**src/rtl/cp0_exc_ctrl.sv**
```systemverilog
// CP0 exception/interrupt controller: SR, Cause, EPC, request arbitration and mtc0/mfc0/eret access.
// Optional CP0_COUNT_EN adds the free-running Count register at CP0 reg 9.
module cp0_exc_ctrl (
  input  logic        clk,
  input  logic        reset,
  input  logic        we,
  input  logic [4:0]  cp0_addr,
  input  logic [31:0] cp0_in,
  output logic [31:0] cp0_out,
  input  logic [31:0] vpc,
  input  logic        bd_in,
  input  logic [4:0]  exc_code_in,
  input  logic [5:0]  hw_int,
  input  logic        exl_clr,
  output logic [31:0] epc_out,
  output logic        req
);

  localparam logic [4:0] ADDR_COUNT = 5'd9;
  localparam logic [4:0] ADDR_SR    = 5'd12;
  localparam logic [4:0] ADDR_CAUSE = 5'd13;
  localparam logic [4:0] ADDR_EPC   = 5'd14;

  logic [5:0]  r_im;
  logic        r_exl;
  logic        r_ie;
  logic        r_bd;
  logic [5:0]  r_ip;
  logic [4:0]  r_exc_code;
  logic [31:0] r_epc;

  logic w_int_req;
  logic w_exc_req;
  logic w_wr_ok;

  assign w_int_req = r_ie & ~r_exl & (|(hw_int & r_im));
  assign w_exc_req = ~r_exl & (exc_code_in != 5'd0);
  assign req       = (w_int_req | w_exc_req) & ~reset;
  assign epc_out   = r_epc;
  // A taken request cancels the M-stage instruction, so its mtc0 is dropped.
  assign w_wr_ok   = we & ~req;

  always_ff @(posedge clk or posedge reset) begin
    if (reset) begin
      r_im       <= '0;
      r_exl      <= 1'b0;
      r_ie       <= 1'b0;
      r_bd       <= 1'b0;
      r_ip       <= '0;
      r_exc_code <= '0;
      r_epc      <= '0;
    end else begin
      r_ip <= hw_int;
      if (req) begin
        r_exl      <= 1'b1;
        r_bd       <= bd_in;
        r_exc_code <= w_int_req ? 5'd0 : exc_code_in;
        r_epc      <= bd_in ? (vpc - 32'd4) : vpc;
      end else begin
        if (w_wr_ok) begin
          case (cp0_addr)
            ADDR_SR: begin
              r_im  <= cp0_in[15:10];
              r_exl <= cp0_in[1];
              r_ie  <= cp0_in[0];
            end
            ADDR_EPC: r_epc <= cp0_in;
            default: ;
          endcase
        end
        // eret after the SR write: the later assignment forces EXL low.
        if (exl_clr) r_exl <= 1'b0;
      end
    end
  end

`ifdef CP0_COUNT_EN
  logic [31:0] r_count;

  always_ff @(posedge clk or posedge reset) begin
    if (reset) begin
      r_count <= '0;
    end else if (w_wr_ok && (cp0_addr == ADDR_COUNT)) begin
      r_count <= cp0_in;
    end else begin
      r_count <= r_count + 32'd1;
    end
  end
`endif

  always_comb begin
    cp0_out = '0;
    case (cp0_addr)
      ADDR_SR:    cp0_out = {16'd0, r_im, 8'd0, r_exl, r_ie};
      ADDR_CAUSE: cp0_out = {r_bd, 15'd0, r_ip, 3'd0, r_exc_code, 2'd0};
      ADDR_EPC:   cp0_out = r_epc;
`ifdef CP0_COUNT_EN
      ADDR_COUNT: cp0_out = r_count;
`endif
      default:    cp0_out = '0;
    endcase
  end

endmodule

```
**config.mk**
```make
export PLATFORM = sky130hd
export DESIGN_NAME = cp0_exc_ctrl
export DESIGN_NICKNAME = d
export VERILOG_FILES = /design/src/rtl/cp0_exc_ctrl.sv
export SDC_FILE = /design/constraint.sdc
export NUM_CORES = 1
export LEC_CHECK = 0
export ABC_AREA = 1
export CORE_MARGIN = 8
export CORE_UTILIZATION = 48
export DETAILED_ROUTE_END_ITERATION = 8
export PLACE_DENSITY = 0.87
export SLEW_MARGIN = 20
export SYNTH_ARGS = -nofsm -noshare
export SYNTH_HDL_FRONTEND = slang
export SYNTH_SLANG_ARGS = --single-unit
```
**constraint.sdc**
```tcl
create_clock -name clk -period 2.36 [get_ports clk]
set_input_delay 0.236 -clock clk [delete_from_list [all_inputs] [get_ports clk]]
set_output_delay 0.236 -clock clk [all_outputs]
set_load 0.01 [all_outputs]
```
After elaboration in Yosys (flattened, before gate mapping)

Index checks and enable logic that the tools add are counted.

$add $sub $neg: 1
Equal/unequal tests: 3
Muxes and demuxes: 10
Bitwise operators: 10
Reductions and logical operators: 9

Operator list:

| kind                                                | count |
|---|---|
| 2-to-1 mux 32 bit                                   | 4 |
| one-hot mux 32 bit (3 select lines)                 | 1 |
| subtractor 32 x 3 -> 32 bit (second input constant) | 1 |
| == test 5 x 4 -> 1 bit (second input constant)      | 3 |
| bitwise AND 6 bit                                   | 1 |
| nonzero test 3 bit                                  | 2 |
| OR reduction 6 bit                                  | 1 |
| bitwise AND 1 bit                                   | 5 |
| 2-to-1 mux 5 bit                                    | 1 |
| nonzero test 5 bit                                  | 1 |
| 2-to-1 mux 1 bit                                    | 4 |
| AND reduction 2 bit                                 | 2 |
| nonzero test 2 bit                                  | 2 |
| inverter 1 bit                                      | 3 |
| AND reduction 3 bit                                 | 1 |
| bitwise OR 1 bit                                    | 1 |

Bits in registers: 52
Bits of input ports: 85
Output and inout port bits: 65

Depth between registers and ports, before layout

Gate-level depths: netlist (run 1).

Depth in word-level cells: 10
Depth in mapped cells: 14
Gate-level depth less buffers: 14

Worst setup path before layout (run 1)

OpenSTA, ideal clock, no wires.

Path kind: input port to flip-flop
Start point: input port reset
End point: register r_epc[7], in the netlist epc_out[7]
Arrival: 2.053 ns
Data required time: 2.234 ns
Path slack: 0.182 ns
Cell stages on the path: 5
Cells stage by stage: inv_1 > nand2_8 > buf_4 > o21ai_0 > o21ai_2

Cells in the longest elaborated chain, start to end: 6

RTL lines:

| what                          | line | source |
|---|---|---|
| start, declared               | 5    | `input logic reset,` |
| inverter 1 bit (*)            | 38   | `assign req = (w_int_req \| w_exc_req) & ~reset;` |
| bitwise AND 1 bit (*)         | 38   |  |
| inverter 1 bit (no line)      | --   |  |
| bitwise AND 1 bit             | 41   | `assign w_wr_ok = we & ~req;` |
| nonzero test 2 bit (no line)  | --   |  |
| AND reduction 2 bit (no line) | --   |  |
| end signal, assigned          | 58   | `r_epc <= bd_in ? (vpc - 32'd4) : vpc;` |
| end signal, assigned          | 67   | `ADDR_EPC: r_epc <= cp0_in;` |
| end, declared                 | 30   | `logic [31:0] r_epc;` |

Mark *: on every way between the ends. The rest lies on a longest branch, timed or not.
A chain may end at the register's enable or synchronous reset.

Worst setup path after layout (run 1)

Start point: input port cp0_addr[1]
End point: output port cp0_out[16]

Cells in the longest elaborated chain, start to end: 2

RTL lines:

| what                                    | line | source |
|---|---|---|
| start, declared                         | 7    | `input logic [4:0] cp0_addr,` |
| == test 5 x 4 -> 1 bit                  | 93   | `case (cp0_addr)` |
| one-hot mux 32 bit (3 select lines) (*) | 93   |  |
| end, declared                           | 9    | `output logic [31:0] cp0_out,` |

Marked as above.

==> out/summary.txt, run 1 <==
drt wl/cell - 15.69 um
drt first-iter violations - 250
Final Cycle Share - 0.9650
GPL Wtd Cong - 0.9006
WS Path Type - in2out
Synth Area in Simple Gates - 0.3771
Seq/Total Area, Yosys - 0.3459
Period minus WS final - 2277 ps
CTS Buf Count - 5
Max clock buf depth - 2
DR pass1 iterations - 5
Post-synth ARST share - 1.000
CTS clk-pin slew, worst paths - 100 ps
RSZ-0062 raised after global routing - false
post-DP HPWL - 10.44 mm
standard-cell rows - 32
syn_nets - 653
leakage dissipation - 2.596 nW
mux contribution to synthesized area - 0
multi-input combinational cell area - 0.001988 mm2
GRT Residual Overflow - 0
reg2reg setup slack - 580 ps
antenna-violating nets left - 0
Avg Cell Area, Syn - 6.636 um2
Core Box Area - 0.007647 mm2
relative slew slack - 0.5550
Worst Hold Launch - hw_int[5]
FF-to-FF End - epc_out[26]
R2R cell count - 7
final hold viol count - 0
outcome - completed
Worst Hold Class - in2reg
total wire length - 12.84 mm
post-CTS sizing - 0
WP data arrival - 2040 ps
nets@finish - 801
number of setup buffers added after CTS - 0
Layout Skew - 5.658 ps
setup TNS - 0 ps
Skew-Pair Late Insertion Delay - 310 ps
post-synthesis xor/xnor area fraction - 0.02793
area of the mapped netlist - 0.003762 mm2
antenna violations before repair - 0
post-DR vias/cell - 5.099
area grow syn2layout - 44.23%
commonest cells in the netlist - nand2_1, inv_1, nor2_1
Adder-Cell Fraction of Synth Area - 0.003326
Synth top area share - 0.3459
final count of negative-setup-slack endpoints - 0
DRC viols - 0
EDFF count, synth - 0
num ports - 150
Critical Path Source - cp0_addr[1]
vias in the first global route - 4203
largest net degree at the start of global routing - 53
CTS tree - done
Post-CTS Hold Buffers - 0
Synth area leaders - dfrtp_1, nand2_1, inv_1
first-pass GRT wire length - 20.83 mm
Ys Warns - 0
Layout fillers - 608
complex-gate fraction of the synthesized area - 0.1201
IO buf count - 149
full die area - 0.01093 mm2
PD cells - 625.4 mW/mm2
number of H-tree levels - 2
worst path required time - 2120 ps
Yosys cell types - 36
Crit. End Element - primary output
Die Wd - 104.5 um
crit start category - input pin
number of max-cap violations - 0
Peak VDD IR - 0.2978 mV
cells after synthesis - 567
R2R Path Start - r_exl
initial core utilization - 0.4920
register bit total from synthesis - 52
Tot Pwr - 3.393 mW
Main synth FF type - dfrtp_1
die height - 104.5 um
critical path peak fanout - 13
via count - 4171
largest family of logic cells by synthesized area - simple AND/OR/NAND/NOR gates
top-count cell post-synth - nand2_1
Pins Over Slew Limit - 0
total track usage - 0.2321
Sequential Area - 0.001301 mm2
clk root buf - clkbuf_8
post-synth top area cell - dfrtp_1
worst-margin pin slew - 667.5 ps
antenna diode count - 0
fmax - 439.1 MHz
CP endpoint - cp0_out[16]
clock sinks - 52
layout cells sized above 1 - 0.06844
[kinds of logic (layout without fill, tap and decap cells)]
kind of cell    Yosys count  count (layout)
simple gates            322             322
buf+inv                 104             253
compound gates           76              76
flops                    52              52
xor+xnor                 12              12
fa+ha+maj                 1               1
[sequential cells by signal (all words and copies together), names as in the netlist]
signal,flops
epc_out,32
r_bd,1
r_exc_code,5
r_exl,1
r_ie,1
r_im,6
r_ip,6
[layout by cell type (no fill, tap or decap)]
master	instances
o21ai_1	9
o21bai_1	3
nor2_4	5
clkinv_4	2
clkbuf_8	6
buf_4	6
nand2_4	4
o22ai_1	3
a21oi_1	5
dfrtp_1	52
nor2_1	73
xnor2_1	2
nand2_1	178
nand2_8	3
xor2_1	10
nand2_2	5
clkinv_2	1
ha_1	1
a22o_1	1
nor3_1	3
clkdlybuf4s50_1	149
o211ai_1	3
o21ai_0	42
bufinv_16	1
inv_8	1
inv_2	2
nor2_2	3
o21ai_2	6
nand3_1	42
inv_1	85
a21oi_4	1
nand4_1	4
o211ai_2	1
nand3b_1	2
a21oi_2	2
[final cells by class]
| type | instances | share of cell area |
|---|---|---|
| sequential | 52 | 0.2398 |
| multi-input combinational | 411 | 0.3664 |
| clock inverter | 2 | 0.007148 |
| timing repair buffer | 155 | 0.2831 |
| clock buffer | 6 | 0.01522 |
| tap | 102 | 0.02352 |
| inverter | 90 | 0.06479 |
[critical path: stages]
cell             delay [ps]
clkdlybuf4s50_1         500
inv_1                    60
nor2_1                  170
nand2_4                 180
buf_4                   230
nor2_1                  110
clkdlybuf4s50_1         560
[stage by stage]
stage	utilization	area [um2]	setup WS [ps]	cells	hold slack, ps
6_report	0.7096	5426	82.64	818	395.1
3_3_place_gp	0.6937	5305	161.0	810	492.5
5_1_grt	0.7096	5426	7.384	818	401.9
3_5_place_dp	0.6937	5305	74.88	810	492.7
2_1_floorplan	-	3762	181.9	567	267.4
4_1_cts	0.7096	5426	66.09	818	385.4
[worst min path at each step]
stage	to	slack, ps	depth (start not counted)
global placement	epc_out[1]	490	2
floorplan	r_ip[0]	270	0
finish	r_ip[5]	400	1
CTS	r_ip[5]	390	1
global route	r_ip[4]	400	1
detailed placement	epc_out[20]	490	2
[where the power goes]
part / internal (mW) / switching [mW] / leakage (nW) / total [mW]
sequential: 1.13 / 0.187 / 0.617 / 1.32
combinational: 0.685 / 0.734 / 1.92 / 1.42
clock: 0.347 / 0.306 / 0.0614 / 0.653
total: 2.17 / 1.23 / 2.60 / 3.39
[layer usage]
layer	vias up	global-route usage	wire [um]	share of wire
met1	1923	0.2872	5391	0.42
met2	177	0.4021	6282	0.49
met5	-	0	0	0
met4	0	0.07342	300	0.023
met3	19	0.03870	861	0.067
li1	2052	-	-	-
Note: power is estimated with default switching activity, not from simulation.
==> inputs of run 2 (changes only) <==
CORE_UTILIZATION = 44   (was 48)
PLACE_DENSITY = 0.81   (was 0.87)
clock period = 2.1 ns   (was 2.36 ns; I/O delays follow)
==> out/summary.txt, run 2 (same netlist as run 1, synthesis figures left out) <==
outcome - completed (unchanged)
antenna violations before repair - 0 (unchanged)
Max stage delay on crit path - 590 ps (was 560 ps)
Post-DP Area - 0.005335 mm2 (was 0.005305 mm2)
CTS Buf Count - 5 (unchanged)
antenna-violating nets left - 0 (unchanged)
post-DR vias/cell - 4.993 (was 5.099)
antenna diode count - 0 (unchanged)
largest net degree at the start of global routing - 53 (unchanged)
Switching Fraction - 0.3643 (was 0.3615)
reg2reg setup slack - 310 ps (was 580 ps)
number of max-cap violations - 0 (unchanged)
post-DP HPWL - 10.29 mm (was 10.44 mm)
clk root buf - clkbuf_8 (unchanged)
number of H-tree levels - 2 (unchanged)
drt first-iter violations - 198 (was 250)
internal power - 2.401 mW (was 2.167 mW)
cell repeated most along the worst path - clkdlybuf4s50_1
layout cells sized above 1 - 0.07510 (was 0.06844)
nets@finish - 804 (was 801)
leakage dissipation - 3.045 nW (was 2.596 nW)
max FFs per register - 32 (unchanged)
most frequent cells in the layout - nand2_1, clkdlybuf4s50_1, inv_1, nor2_1, dfrtp_1 (unchanged)
relative slew slack - 0.5520 (was 0.5550)
Post-CTS Hold Buffers - 0 (unchanged)
Flop pwr share - 0.395 (was 0.389)
vias in the first global route - 4086 (was 4203)
full die area - 0.01177 mm2 (was 0.01093 mm2)
crit path buf inv count - 3 (was 4)
combinational share of power - 0.417 (was 0.418)
CP max stage cell - clkdlybuf4s50_1 (unchanged)
total track usage - 0.2116 (was 0.2321)
worst path required time - 1890 ps (was 2120 ps)
GRT Residual Overflow - 0 (unchanged)
GPL Wtd Cong - 0.8967 (was 0.9006)
Die Wd - 108.5 um (was 104.5 um)
worst-margin pin slew - 672.0 ps (was 667.5 ps)
standard-cell rows - 33 (was 32)
Peak VDD IR - 0.3774 mV (was 0.2978 mV)
drt wl/cell - 15.52 um (was 15.69 um)
final count of negative-setup-slack endpoints - 0 (unchanged)
Skew-Pair Late Insertion Delay - 300 ps (was 310 ps)
CTS clk-pin slew, worst paths - 100 ps (about the same)
first-pass GRT wire length - 20.18 mm (was 20.83 mm)
Final Cycle Share - 0.9803
CP Cell Sequence - clkdlybuf4s50_1 > nor2_2 > nand4_1 > buf_4 > o22ai_1 > clkdlybuf4s50_1 (was clkdlybuf4s50_1 > inv_1 > nor2_1 > nand2_4 > buf_4 > nor2_1 > clkdlybuf4s50_1)
Clk network pwr share - 0.188 (was 0.192)
total wire length - 12.79 mm (was 12.84 mm)
CTS tree - done (unchanged)
Worst Hold Class - in2reg (unchanged)
num ports - 150 (unchanged)
Layout Skew - 6.649 ps (was 5.658 ps)
crit-path leading delay family - buffers and inverters (unchanged)
hold depth - 1 (unchanged)
final hold viol count - 0 (unchanged)
Period minus WS final - 2059 ps
R2R Path Start - r_im[1] (was r_exl)
Worst Hold Endpoint - r_ip[5] (unchanged)
PD cells - 685.6 mW/mm2 (was 625.4 mW/mm2)
area grow syn2layout - 46.42% (was 44.23%)
final core occ - 0.6671 (was 0.7096)
IO buf count - 149 (unchanged)
DRC viols - 0 (unchanged)
DR pass1 iterations - 4 (was 5)
Crit. End Element - primary output (unchanged)
WP depth - 6 (was 7)
crit start category - input pin (unchanged)
RSZ-0062 raised after global routing - false (unchanged)
FF-to-FF End - epc_out[30] (was epc_out[26])
number of setup buffers added after CTS - 0 (unchanged)
post-route cell area - 0.005509 mm2 (was 0.005426 mm2)
Pins Over Slew Limit - 0 (unchanged)
WP data arrival - 1850 ps (was 2040 ps)
Max clock buf depth - 2 (unchanged)
Core Box Area - 0.008258 mm2 (was 0.007647 mm2)
Worst Hold Launch - hw_int[5] (unchanged)
initial core utilization - 0.4556 (was 0.4920)
clock sinks - 52 (unchanged)
critical path peak fanout - 5 (was 13)
via count - 4114 (was 4171)
switching pwr - 1.376 mW (was 1.227 mW)
die height - 108.5 um (was 104.5 um)
R2R cell count - 11 (was 7)
fmax - 485.7 MHz
Tot Pwr - 3.777 mW (was 3.393 mW)
commonest non-fill, non-tap cell in the layout - nand2_1 (unchanged)
WS Path Type - in2out (unchanged)
==> run 2: changes by cell type in the layout (fill, tap and decap cells not counted), moves of 2 or more <==
cell	change
buf_4	+3
clkdlybuf4s50_1	-27
clkinvlp_4	+2
dlygate4sd2_1	+3
dlymetal6s2s_1	+24
==> run 2: worst max-delay path by stage <==
stage                              to   startpoint
after floorplan            epc_out[7]        reset
after global placement    cp0_out[17]  cp0_addr[1]
after detailed placement   cp0_out[8]  cp0_addr[1]
after CTS                 cp0_out[19]  cp0_addr[1]
after global routing       cp0_out[4]  cp0_addr[1]
final                      cp0_out[4]  cp0_addr[1]
==> run 2: stage by stage <==
step / std cells / worst slack [ps] / hold WS (ps) / TNS (ps)
after floorplan: 567 / 259.6 / 241.4 / 0
after detailed placement: 816 / -80.01 / 500.9 / -422.4
after CTS: 824 / 1.992 / 373.2 / 0
final: 824 / 41.27 / 386.0 / 0
after global routing: 824 / 2.228 / 370.0 / 0
after global placement: 816 / 1.337 / 495.1 / 0
==> run 2: repair_timing <==
| action | 4_1_cts | 5_1_grt |
|---|---|---|
| endpoints found under the setup margin | 20 | 25 |
| pin swaps | 0 | 1 |
| resized for setup | 4 | 25 |
==> run 2: cell type report <==
cell class	instances	area [um2]
tap	105	131.4
multi-input combinational	411	1991
fill	733	2749
clock buffer	5	68.82
sequential	52	1301
timing repair buffer	158	1615
inverter	90	355.3
clock inverter	3	46.29
==> run 2: routing by layer <==
metal | vias to the layer above | part of all wire | routed length (um) | GRT usage
li1 | 2054 | - | - | -
met1 | 1893 | 0.42 | 5339 | 0.2613
met2 | 154 | 0.49 | 6322 | 0.3657
met3 | 13 | 0.073 | 936 | 0.04045
met4 | 0 | 0.015 | 193 | 0.06061
met5 | - | 0 | 0 | 0
==> run 2: power by group through the flow <==
stage               registers [mW]  clock network [mW]  logic, mW
floorplan                     1.55                   0      0.691
global route                  1.52               0.764       1.72
finish                        1.49               0.711       1.57
CTS                           1.49               0.723       1.59
detailed placement            1.50                   0       1.59
global placement              1.50                   0       1.55
==> run 2: worst reg2reg max path, cell delays in order (launching register included) <==
cell and delay (ps):
dfrtp_1 420, nand2_1 80, nand2_1 50, nor2_1 130
nand2_2 80, nand2_4 120, nand2_4 80, nand2_8 250
nand2_8 210, inv_8 170, nand2_1 70, nand2_1 70
==> inputs of run 3 (changes only) <==
GPL_ROUTABILITY_DRIVEN = 0   (was not set)
clock period = 2.35 ns   (was 2.1 ns; I/O delays follow)
==> out/summary.txt, run 3 (same netlist as run 1, synthesis figures left out) <==
initial core utilization - 0.4556 (unchanged)
critical path peak fanout - 10 (was 5)
crit start category - input pin (unchanged)
PD cells - 634.1 mW/mm2 (was 685.6 mW/mm2)
post-DP HPWL - 10.32 mm (was 10.29 mm)
full die area - 0.01177 mm2 (unchanged)
final count of negative-setup-slack endpoints - 0 (unchanged)
area grow syn2layout - 45.13% (was 46.42%)
via count - 4223 (was 4114)
post-DR vias/cell - 5.131 (was 4.993)
largest net degree at the start of global routing - 53 (unchanged)
WP data arrival - 2010 ps (was 1850 ps)
DR pass1 iterations - 5 (was 4)
WS Path Type - in2out (unchanged)
Final Cycle Share - 0.9532
num ports - 150 (unchanged)
worst path required time - 2120 ps (was 1890 ps)
IO buf count - 149 (unchanged)
GRT Residual Overflow - 0 (unchanged)
clock sinks - 52 (unchanged)
commonest non-fill, non-tap cell in the layout - nand2_1 (unchanged)
Crit. End Element - primary output (unchanged)
CTS tree - done (unchanged)
post-route cell area - 0.005460 mm2 (was 0.005509 mm2)
leakage dissipation - 2.611 nW (was 3.045 nW)
max FFs per register - 32 (unchanged)
antenna violations before repair - 0 (unchanged)
die height - 108.5 um (unchanged)
number of H-tree levels - 2 (unchanged)
Die Wd - 108.5 um (unchanged)
antenna-violating nets left - 0 (unchanged)
Layout Skew - 6.209 ps (was 6.649 ps)
Core Box Area - 0.008258 mm2 (unchanged)
Pins Over Slew Limit - 0 (unchanged)
outcome - completed (unchanged)
Period minus WS final - 2240 ps
total wire length - 12.97 mm (was 12.79 mm)
CTS clk-pin slew, worst paths - 90 ps (was 100 ps)
first-pass GRT wire length - 20.30 mm (was 20.18 mm)
drt wl/cell - 15.76 um (was 15.52 um)
Peak VDD IR - 0.2919 mV (was 0.3774 mV)
most frequent cells in the layout - nand2_1, clkdlybuf4s50_1, inv_1, nor2_1, dfrtp_1 (unchanged)
total track usage - 0.2145 (was 0.2116)
DRC viols - 0 (unchanged)
setup TNS - 0 ps (unchanged)
drt first-iter violations - 301 (was 198)
Max clock buf depth - 2 (unchanged)
vias in the first global route - 4121 (was 4086)
nets@finish - 804 (unchanged)
final hold viol count - 0 (unchanged)
post-CTS sizing - 0 (was 4)
standard-cell rows - 33 (unchanged)
RSZ-0062 raised after global routing - false (unchanged)
Worst Hold Class - in2reg (unchanged)
number of max-cap violations - 0 (unchanged)
clk root buf - clkbuf_8 (unchanged)
CTS Buf Count - 5 (unchanged)
fmax - 446.4 MHz
Post-DP Area - 0.005309 mm2 (was 0.005335 mm2)
layout cells sized above 1 - 0.07103 (was 0.07510)
# placed instances - 813 (was 816)
Post-Layout Cell Count - 823 (was 824)
worst-margin pin slew - 681.2 ps (was 672.0 ps)
relative slew slack - 0.5459 (was 0.5520)
antenna diode count - 0 (unchanged)
Tot Pwr - 3.462 mW (was 3.777 mW)
Skew-Pair Late Insertion Delay - 300 ps (about the same)
## run 3: cell count changes in the layout (fill, tap and decap cells not counted), moves of 2 or more
cell	before	now
clkdlybuf4s50_1	122	149
clkinvlp_4	2	0
dlymetal6s2s_1	24	0
dlygate4sd2_1	3	0
## run 3: worst max-delay path, stage by stage
cell and delay, ps:
clkdlybuf4s50_1 490, inv_1 40, nor2_1 170, nand2_4 150, buf_4 180, nor2_1 150
clkdlybuf4s50_1 570
## run 3: worst paths after layout
kind / slack, ps / depth (start not counted) / from / to
max: 110 / 7 / cp0_addr[1] / cp0_out[18]
min: 400 / 1 / hw_int[4] / r_ip[4]
max reg2reg: 610 / 11 / r_im[5] / epc_out[15]
min reg2reg: 520 / 2 / epc_out[20] / epc_out[20]
max in group asynchronous: 1300 / 3 / reset / epc_out[26]
min in group asynchronous: 610 / 3 / reset / r_exc_code[2]
## run 3: what timing repair did
action / CTS / global route
setup buffers: 0 / 3
setup endpoints to repair: 0 / 1
hold buffers: 0 / 0
## run 3: metrics by stage
stage / hold slack (ps) / util / worst slack [ps]
2_1_floorplan: 266.4 / - / 172.9
3_3_place_gp: 493.8 / 0.6429 / 142.2
3_5_place_dp: 499.8 / 0.6429 / 77.91
4_1_cts: 393.3 / 0.6585 / 75.79
5_1_grt: 387.2 / 0.6612 / 55.58
6_report: 402.7 / 0.6612 / 109.9
## run 3: where the power goes
| group | leakage [nW] | total [mW] | internal [mW] | switching [mW] |
|---|---|---|---|---|
| combinational | 1.93 | 1.42 | 0.689 | 0.726 |
| sequential | 0.617 | 1.33 | 1.14 | 0.186 |
| clock | 0.0642 | 0.722 | 0.420 | 0.303 |
## run 3: cell type report
class,count,area (um2)
clock buffers,5,68.82
clock inverters,2,60.06
fillers,729,2798
inverters,90,351.6
multi-input cells,411,1988
flip-flops and latches,52,1301
well taps,105,131.4
repair buffers,158,1559
## run 3: per-layer routing
layer / vias to the layer above / GRT usage / share of wire
met5: - / 0 / 0
met4: 0 / 0.05376 / 0.017
met3: 20 / 0.03510 / 0.068
met2: 183 / 0.3801 / 0.49
met1: 1966 / 0.2638 / 0.42
li1: 2054 / - / -
